## src/rtl/gpio_bus_bridge.sv

```systemverilog
// CPU memory-bus to GPIO register-block bridge: decodes a 256-byte window into
// single-cycle en/wr strobes, captures read data and performs RMW for partial writes.

module gpio_bus_bridge_checker (
    input logic clk,
    input logic resetn,
    input logic mem_ready,
    input logic gpio_en,
    input logic gpio_wr
);

    a_en_single: assert property (@(posedge clk) disable iff (!resetn) gpio_en |=> !gpio_en);
    a_ready_single: assert property (@(posedge clk) disable iff (!resetn) mem_ready |=> !mem_ready);
    a_wr_needs_en: assert property (@(posedge clk) disable iff (!resetn) gpio_wr |-> gpio_en);

endmodule

module gpio_bus_bridge #(
    parameter logic [31:0] BASE_ADDR = 32'h2000_0000
) (
    input  logic        clk,
    input  logic        resetn,
    input  logic        mem_valid,
    input  logic [31:0] mem_addr,
    input  logic [31:0] mem_wdata,
    input  logic [3:0]  mem_wstrb,
    output logic        mem_ready,
    output logic [31:0] mem_rdata,
    output logic        gpio_en,
    output logic        gpio_wr,
    output logic [7:0]  gpio_addr_offset,
    output logic [31:0] gpio_data_in,
    input  logic [31:0] gpio_data_out
);

    // The merge is folded into the RD_WAIT sample edge so the write strobe
    // lands two edges after the hit; ST_MERGE is never entered.
    typedef enum logic [2:0] {
        ST_IDLE    = 3'd0,
        ST_RD_REQ  = 3'd1,
        ST_RD_WAIT = 3'd2,
        ST_MERGE   = 3'd3,
        ST_WR_REQ  = 3'd4,
        ST_RESP    = 3'd5
    } state_t;

    localparam logic [5:0] WORD_DATA = 6'd0;
    localparam logic [5:0] WORD_DIR  = 6'd1;
    localparam logic [5:0] WORD_IN   = 6'd2;

    state_t      state_r, state_s;
    logic        mem_ready_r, mem_ready_s;
    logic [31:0] mem_rdata_r, mem_rdata_s;
    logic        gpio_en_r, gpio_en_s;
    logic        gpio_wr_r, gpio_wr_s;
    logic [7:0]  gpio_addr_offset_r, gpio_addr_offset_s;
    logic [31:0] gpio_data_in_r, gpio_data_in_s;
    logic [31:0] wdata_r, wdata_s;
    logic [3:0]  wstrb_r, wstrb_s;
    logic        rmw_r, rmw_s;

    logic        hit_s;
    logic        req_read_s;
    logic        req_rw_s;
    logic        req_mapped_s;
    logic        unused_addr_bits_s;

    function automatic logic [31:0] merge_bytes(
        input logic [31:0] old_word,
        input logic [31:0] new_word,
        input logic [3:0]  strb
    );
        logic [31:0] res;
        res = 32'h0000_0000;
        for (int i = 0; i < 4; i++) begin
            if (strb[i]) begin
                res[8*i +: 8] = new_word[8*i +: 8];
            end else begin
                res[8*i +: 8] = old_word[8*i +: 8];
            end
        end
        return res;
    endfunction

    assign hit_s        = mem_valid && (mem_addr[31:8] == BASE_ADDR[31:8]);
    assign req_read_s   = (mem_wstrb == 4'h0);
    assign req_rw_s     = (mem_addr[7:2] == WORD_DATA) || (mem_addr[7:2] == WORD_DIR);
    assign req_mapped_s = req_rw_s || (mem_addr[7:2] == WORD_IN);
    assign unused_addr_bits_s = ^mem_addr[1:0];

    // Next-state and next-output decode; every output is registered from these.
    always_comb begin
        state_s            = state_r;
        mem_ready_s        = 1'b0;
        mem_rdata_s        = mem_rdata_r;
        gpio_en_s          = 1'b0;
        gpio_wr_s          = 1'b0;
        gpio_addr_offset_s = gpio_addr_offset_r;
        gpio_data_in_s     = gpio_data_in_r;
        wdata_s            = wdata_r;
        wstrb_s            = wstrb_r;
        rmw_s              = rmw_r;
        case (state_r)
            ST_IDLE: begin
                if (hit_s) begin
                    wdata_s = mem_wdata;
                    wstrb_s = mem_wstrb;
                    rmw_s   = 1'b0;
                    if (req_read_s && req_mapped_s) begin
                        state_s            = ST_RD_REQ;
                        gpio_en_s          = 1'b1;
                        gpio_addr_offset_s = {mem_addr[7:2], 2'b00};
                    end else if (!req_read_s && req_rw_s && (mem_wstrb == 4'hF)) begin
                        state_s            = ST_WR_REQ;
                        gpio_en_s          = 1'b1;
                        gpio_wr_s          = 1'b1;
                        gpio_addr_offset_s = {mem_addr[7:2], 2'b00};
                        gpio_data_in_s     = mem_wdata;
                    end else if (!req_read_s && req_rw_s) begin
                        state_s            = ST_RD_REQ;
                        gpio_en_s          = 1'b1;
                        gpio_addr_offset_s = {mem_addr[7:2], 2'b00};
                        rmw_s              = 1'b1;
                    end else begin
                        // Unmapped access or write to the read-only input view.
                        state_s     = ST_RESP;
                        mem_ready_s = 1'b1;
                        if (req_read_s) begin
                            mem_rdata_s = 32'h0000_0000;
                        end else begin
                            mem_rdata_s = mem_rdata_r;
                        end
                    end
                end else begin
                    state_s = ST_IDLE;
                end
            end
            ST_RD_REQ: begin
                state_s = ST_RD_WAIT;
            end
            ST_RD_WAIT: begin
                if (rmw_r) begin
                    state_s        = ST_WR_REQ;
                    gpio_en_s      = 1'b1;
                    gpio_wr_s      = 1'b1;
                    gpio_data_in_s = merge_bytes(gpio_data_out, wdata_r, wstrb_r);
                end else begin
                    state_s     = ST_RESP;
                    mem_ready_s = 1'b1;
                    mem_rdata_s = gpio_data_out;
                end
            end
            ST_WR_REQ: begin
                state_s     = ST_RESP;
                mem_ready_s = 1'b1;
            end
            ST_RESP: begin
                state_s = ST_IDLE;
            end
            default: begin
                state_s = ST_IDLE;
                rmw_s   = 1'b0;
            end
        endcase
    end

    // State and output registers with synchronous active-low reset.
    always_ff @(posedge clk) begin
        if (!resetn) begin
            state_r            <= ST_IDLE;
            mem_ready_r        <= 1'b0;
            mem_rdata_r        <= 32'h0000_0000;
            gpio_en_r          <= 1'b0;
            gpio_wr_r          <= 1'b0;
            gpio_addr_offset_r <= 8'h00;
            gpio_data_in_r     <= 32'h0000_0000;
            wdata_r            <= 32'h0000_0000;
            wstrb_r            <= 4'h0;
            rmw_r              <= 1'b0;
        end else begin
            state_r            <= state_s;
            mem_ready_r        <= mem_ready_s;
            mem_rdata_r        <= mem_rdata_s;
            gpio_en_r          <= gpio_en_s;
            gpio_wr_r          <= gpio_wr_s;
            gpio_addr_offset_r <= gpio_addr_offset_s;
            gpio_data_in_r     <= gpio_data_in_s;
            wdata_r            <= wdata_s;
            wstrb_r            <= wstrb_s;
            rmw_r              <= rmw_s;
        end
    end

    assign mem_ready        = mem_ready_r;
    assign mem_rdata        = mem_rdata_r;
    assign gpio_en          = gpio_en_r;
    assign gpio_wr          = gpio_wr_r;
    assign gpio_addr_offset = gpio_addr_offset_r;
    assign gpio_data_in     = gpio_data_in_r;

    gpio_bus_bridge_checker u_checker (
        .clk       (clk),
        .resetn    (resetn),
        .mem_ready (mem_ready_r),
        .gpio_en   (gpio_en_r),
        .gpio_wr   (gpio_wr_r)
    );

endmodule

```

## config.mk

```make
export PLATFORM = sky130hd
export DESIGN_NAME = gpio_bus_bridge
export DESIGN_NICKNAME = d
export VERILOG_FILES = /design/src/rtl/gpio_bus_bridge.sv
export SDC_FILE = /design/constraint.sdc
export NUM_CORES = 1
export LEC_CHECK = 0
export CAP_MARGIN = 20
export CELL_PAD_IN_SITES_DETAIL_PLACEMENT = 1
export CELL_PAD_IN_SITES_GLOBAL_PLACEMENT = 2
export CORE_AREA = 2 2 125 127
export CTS_CLUSTER_SIZE = 20
export DETAILED_ROUTE_END_ITERATION = 10
export DIE_AREA = 0 0 127 129
export DONT_BUFFER_PORTS = 1
export PLACE_DENSITY_LB_ADDON = 0.1
export SLEW_MARGIN = 20
export SYNTH_ARGS = -nofsm -noshare
export SYNTH_HDL_FRONTEND = slang
export SYNTH_SLANG_ARGS = --single-unit
export TNS_END_PERCENT = 50
```

## constraint.sdc

```tcl
create_clock -name clk -period 3 [get_ports clk]
set_clock_uncertainty 0.1 [all_clocks]
set_input_delay 0.75 -clock clk [delete_from_list [all_inputs] [get_ports clk]]
set_output_delay 0.75 -clock clk [all_outputs]
set_load 0.01 [all_outputs]
```

* After elaboration in Yosys (flattened, before gate mapping)
Cells that the tools add are included.
** Storage, ports and cells
- Bits in read-only memories :: 0
- Latch bits :: 0
- Register bits :: 115
- RAM bits :: 0
- Memories kept :: 0
- Output and inout port bits :: 75
** Cells by class
- Reduce and logical (&&, ||, !) cells :: 18
- Eq/ne operators :: 16
- Add/sub/neg operators :: 0
- Bitwise logic cells :: 1
- Muxes and demuxes :: 45
- Divide/modulo/power cells :: 0
- Multiply operators :: 0
- $lt $le $gt $ge :: 0
- Shifts and indexed selects :: 0
** Operator list (number)
- 32-bit 2-to-1 mux :: 10
- 32-bit one-hot mux with 2 select lines :: 2
- 8-bit 2-to-1 mux :: 7
- 24-bit by 22-bit equality test with 1-bit output, second input constant :: 1
- 1-bit 2-to-1 mux :: 17
- 2-bit inequality test, second input constant :: 8
- 3-bit 2-to-1 mux :: 4
- 3-bit one-hot mux with 4 select lines :: 1
- 7-bit AND reduction :: 1
- 3-bit equality test, second input constant :: 2
- 6-bit by 1-bit equality test with 1-bit output, second input constant :: 1
- 6-bit by 2-bit equality test with 1-bit output, second input constant :: 1
- 6-bit logical NOT :: 1
- 1-bit one-hot mux with 2 select lines :: 3
- 5-bit AND reduction :: 1
- 4-bit equality test, second input constant :: 1
- 1-bit logical AND :: 4
- 4-bit logical NOT :: 1
- 2-bit AND reduction :: 2
- 4-bit OR reduction :: 1
- 3-bit by 1-bit equality test with 1-bit output, second input constant :: 1
- 3-bit by 2-bit equality test with 1-bit output, second input constant :: 1
- 3-bit logical NOT :: 1
- 1-bit one-hot mux with 3 select lines :: 1
- other kinds (6) :: 7

* Logic depth before layout (Yosys ltp)
- Word-level depth :: 8
- Depth in mapped cells :: 7
- Depth with buffers taken out :: 5

* Least setup slack after synthesis
OpenSTA, ideal clock, no wires.
- Kind :: input -> register
- Start point :: input mem_addr[7]
- End point :: register gpio_data_in_r[10] (netlist: gpio_data_in[10])
- Data required time :: 2833 ps
- Setup slack :: 428 ps
- Library setup time :: 67 ps
- Stages on the path :: 7
- Arrival time :: 2405 ps
- Cells stage by stage :: nor4_4 or3b_1 or4_1 clkbuf_1 and2_4 buf_6 o21ai_2
** On the way
- Cells in the longest elaborated chain, start to end :: 6
** Ends and longest elaborated chain
- from (decl) :: line 24 : input logic [31:0] mem_addr,
- 6-bit by 1-bit equality test with 1-bit output or 6-bit logical NOT (tied branches) :: line 87 : assign req_rw_s = (mem_addr[7:2] == WORD_DATA) || (mem_addr[7:2] == WORD_DIR);
- 1-bit logical OR :: line 87
- 1-bit logical AND or 1-bit logical OR (tied branches) :: line 113, 88
- 1-bit logical AND, on equally long branches :: line 113, 109
- 2-bit inequality test (no source line)
- 5-bit AND reduction (no source line) *
- to (signal assigned) :: line 187 : gpio_data_in_r <= gpio_data_in_s;
- to (decl) :: line 57 : logic [31:0] gpio_data_in_r, gpio_data_in_s;
Mark *: on every way between the ends. The rest lies on a longest branch, timed or not.
A chain may end at the register's enable or synchronous reset.

* Worst setup path after layout
- Start point :: register state_r[2]
- End point :: register mem_rdata_r[14] (netlist: mem_rdata[14])
** On the way
- Cells in the longest elaborated chain, start to end :: 3
** Ends and longest elaborated chain
- from (decl) :: line 51 : state_t state_r, state_s;
- from (signal assigned) :: line 181 : state_r <= state_s;
- 3-bit by 2-bit equality test with 1-bit output or 3-bit logical NOT (tied branches) :: line 103 : case (state_r)
- 2-bit inequality test (no source line) or 2-bit nonzero test (tied branches)
- 7-bit AND reduction (no source line)
- to (signal assigned) :: line 183 : mem_rdata_r <= mem_rdata_s;
- to (decl) :: line 53 : logic [31:0] mem_rdata_r, mem_rdata_s;
Parallel ways exist; a longest one is shown, timed or not.

==> results.sh <==
export IMPL_worstHoldStart="wdata_r[23]$_SDFFE_PN0P_"
export IMPL_holdPathEnd="wdata_r[23]$_SDFFE_PN0P_"
export IMPL_antenna_left=0
export IMPL_drt_wirelength_per_cell_um=21.97
export IMPL_clk_pin_slew_ns=0.05
export IMPL_ys_warnings_count=0
export IMPL_die_h_um=129
export IMPL_clock_power_share=0.565
export IMPL_finalNetCount=687
export IMPL_drc=0
export IMPL_path_cells="or2_2, buf_4, nor2_4, a22oi_1, a21oi_1"
export IMPL_final_util=0.3908
export IMPL_dpl_cell_count=753
export IMPL_seq_power_share=0.417
export IMPL_numPortBuffers=0
export IMPL_post_dp_cell_area_um2=5256
export IMPL_rsz0062_at_grt="false"
export IMPL_end_kind="flop"
export IMPL_viasPerCell=5.913
export IMPL_synth_compound_area_frac=0.2260
export IMPL_tritoncts="yes"
export IMPL_synth_area_leaders="dfxtp_1, nand2_1, a21oi_1"
export IMPL_startpoint_type="flop"
export IMPL_wl_met2_um=8384
export IMPL_cts_hold_buffers=0
export IMPL_pre_cts_ws_ns=0.2287
export IMPL_power_internal_w=0.002882
export IMPL_root_buffer="clkbuf_16"
export IMPL_worst_slack_ns=0.5644
export IMPL_boundaryPins=178
export IMPL_place_hpwl_um=11270
export IMPL_fin_area_um2=5853
export IMPL_grt_pass1_wl_um=26830
export IMPL_area_growth_syn_to_layout_pct=13.57
export IMPL_comb_power_share=0.019
export IMPL_num_vias=4642
export IMPL_grt_pass1_vias=4923
export IMPL_worstHoldPathCells=2
export IMPL_syn_area_per_cell_um2=8.394
export IMPL_rr_startpoint="state_r[2]$_SDFF_PN0_"
export IMPL_synth_simple_gate_area_share=0.2124
export IMPL_critPathBufInv=1
export IMPL_crit_path_max_incr_delay_ns=0.68
export IMPL_slew_violations=0
export IMPL_drive_gt1_frac=0.1290
export IMPL_gp_congestion=0.7469
export IMPL_required_ns=3.23
export IMPL_crit_path_start="state_r[2]$_SDFF_PN0_"
export IMPL_synth_top_area_cell="dfxtp_1"
export IMPL_cts_made_buffers=17
export IMPL_met1_length_um=6901
export IMPL_drv_cap=0
export IMPL_routed_wl_met3_um=1663
export IMPL_fin_tns_setup_ns=0
export IMPL_cts_max_path_buffers=2
export IMPL_synth_top_area_share=0.4389
export IMPL_die_w_um=127
export IMPL_wl_um=17240
export IMPL_clk_latency_ns=0.41
export IMPL_crit_family="simple AND/OR/NAND/NOR gates"
export IMPL_netlist_instances=614
export IMPL_synthAdderAreaFrac=0.001942
export IMPL_h_tree_depth=4
export IMPL_power_density_nw_per_um2=615.7
export IMPL_fmax_mhz=410.6
export IMPL_fin_crit_sh=0.8119
export IMPL_dr_pass1_iters=5
export IMPL_setup_violations_final=0
export IMPL_cts_setup_buffers=0
export IMPL_r2r_end="mem_rdata[14]$_SDFFE_PN0P_"
export IMPL_crit_path_top_delay_cell="nor2_4"
export IMPL_worst_setup_path_type="flop to flop"
export IMPL_coreArea_um2=14980
export IMPL_antenna_cells=0
export IMPL_die_area_um2=16380
export IMPL_hold_viol=0
export IMPL_swShare=0.2003
export IMPL_tightest_slew_ns=0.8683
export IMPL_rr_worst_depth=5
export IMPL_final_cells=785
export IMPL_run_status="complete, no violations"
export IMPL_grt_total_usage=0.2130
export IMPL_synth_top_family_by_area="compound AO/OA/AOI/OAI gates"
export IMPL_cp_max_fo=32
export IMPL_start_util=0.3441
export IMPL_power_switching_w=0.0007220
export IMPL_cts_repair_resized=0
export IMPL_grt_remaining_overflow=0
export IMPL_cts_sinks=113
export IMPL_hold_class="flop to flop"
export IMPL_drt_initial_drc_count=201
export IMPL_row_count=45
export IMPL_grt_max_degree=76
export IMPL_synth_cell_type_count=39
export IMPL_synthXorXnorAreaFrac=0
export IMPL_rrSetupSlack_ns=0.56
export IMPL_period_needed_ns=2.436
export IMPL_relSlewSlack=0.4198
export IMPL_top_layer="met4"
export IMPL_grt_antenna_before_repair=0
export IMPL_ys_ff_latch=113
export IMPL_critPathArrivalTime_ns=2.67
export IMPL_num_fill_cells=1766
export IMPL_syn_area_um2=5154
export IMPL_final_cell_mix="nand2_1, dfxtp_1, a21oi_1"
export IMPL_yosysSeqAreaShare=0.4389
export IMPL_synthMuxAreaShare=0.06822
export IMPL_p_leak_nw=1.740
export IMPL_vdd_drop_max_mv=0.3748
## flip-flops by register name, indices dropped and copies added (netlist names)
| signal | flops |
|---|---|
| gpio_addr_offset | 6 |
| gpio_data_in | 32 |
| gpio_en | 1 |
| gpio_wr | 1 |
| mem_rdata | 32 |
| mem_ready | 1 |
| rmw_r | 1 |
| state_r | 3 |
| wdata_r | 32 |
| wstrb_r | 4 |
## area by class of cell
cell class | instances | area [µm²] | area share
clock buffer | 28 | 526.8 | 0.09000
sequential | 113 | 2262 | 0.3865
tap | 188 | 235.2 | 0.04019
timing repair buffer | 11 | 107.6 | 0.01838
inverter | 1 | 3.754 | 0.0006413
clock inverter | 4 | 70.07 | 0.01197
multi-input combinational | 440 | 2648 | 0.4523
## logic make-up (layout without fill, tap and decap cells)
group	Yosys count	count (layout)
other cells	1	2
buf+inv	62	44
mux	35	35
flops	113	113
simple gates	226	226
compound gates	176	176
fa+ha+maj	1	1
## power by group through the flow
stage | clock, W | sequential, W | combinational, W
floorplan | 0 | 0.00153 | 0.0000676
global placement | 0 | 0.00153 | 0.0000673
detailed placement | 0 | 0.00153 | 0.0000681
CTS | 0.00208 | 0.00150 | 0.0000682
global route | 0.00215 | 0.00150 | 0.0000737
finish | 0.00203 | 0.00150 | 0.0000667
## worst max path at each step
stage          slack (ns)                            end  depth (start not counted)
3_5_place_dp         0.23  gpio_data_in[19]$_SDFFE_PN0P_                          6
2_1_floorplan        0.43  gpio_data_in[10]$_SDFFE_PN0P_                          7
6_report             0.56     mem_rdata[14]$_SDFFE_PN0P_                          5
4_1_cts              0.51     mem_rdata[14]$_SDFFE_PN0P_                          5
5_1_grt              0.37     mem_rdata[14]$_SDFFE_PN0P_                          5
3_3_place_gp         0.26   gpio_data_in[2]$_SDFFE_PN0P_                          6
## Yosys cell counts (all sizes together)
cell type / instances
a2111o: 1
or3b: 1
and2: 4
a211oi: 1
nand2b: 1
or2: 1
and3: 4
clkbuf: 47
nand4: 36
conb: 1
or4: 3
a21oi: 73
mux2i: 34
o211ai: 32
and4b: 1
maj3: 1
mux2: 1
dfxtp: 113
nor4b: 4
nand3: 33
nor3: 3
a2111oi: 1
o22ai: 1
a22oi: 32
buf: 14
inv: 1
nand2: 113
o21ai: 34
nor4: 8
or3: 1
nand3b: 1
nor2: 12
a31oi: 1
## metrics by stage
| stage | power (W) | hold slack, ns |
|---|---|---|
| floorplan | 0.001601 | 0.3315 |
| global route | 0.003729 | 0.3594 |
| global placement | 0.001601 | 0.3381 |
| detailed placement | 0.001602 | 0.3460 |
| CTS | 0.003653 | 0.3513 |
| finish | 0.003604 | 0.3502 |
## per-layer routing
metal	global-route usage	vias up
met5	0	-
met4	0.08145	0
met3	0.09480	27
met2	0.3580	138
met1	0.2390	2291
li1	-	2186
## worst reg2reg max path: cells and delay by family, from the launching register on
family                 cells  cell delay (ns)
buffers and inverters      1             0.31
DFF                        1             0.37
and+or+nand+nor            2             1.21
AOI/OAI and AO/OA          2             0.37
Note: power is estimated with default switching activity, not from simulation.
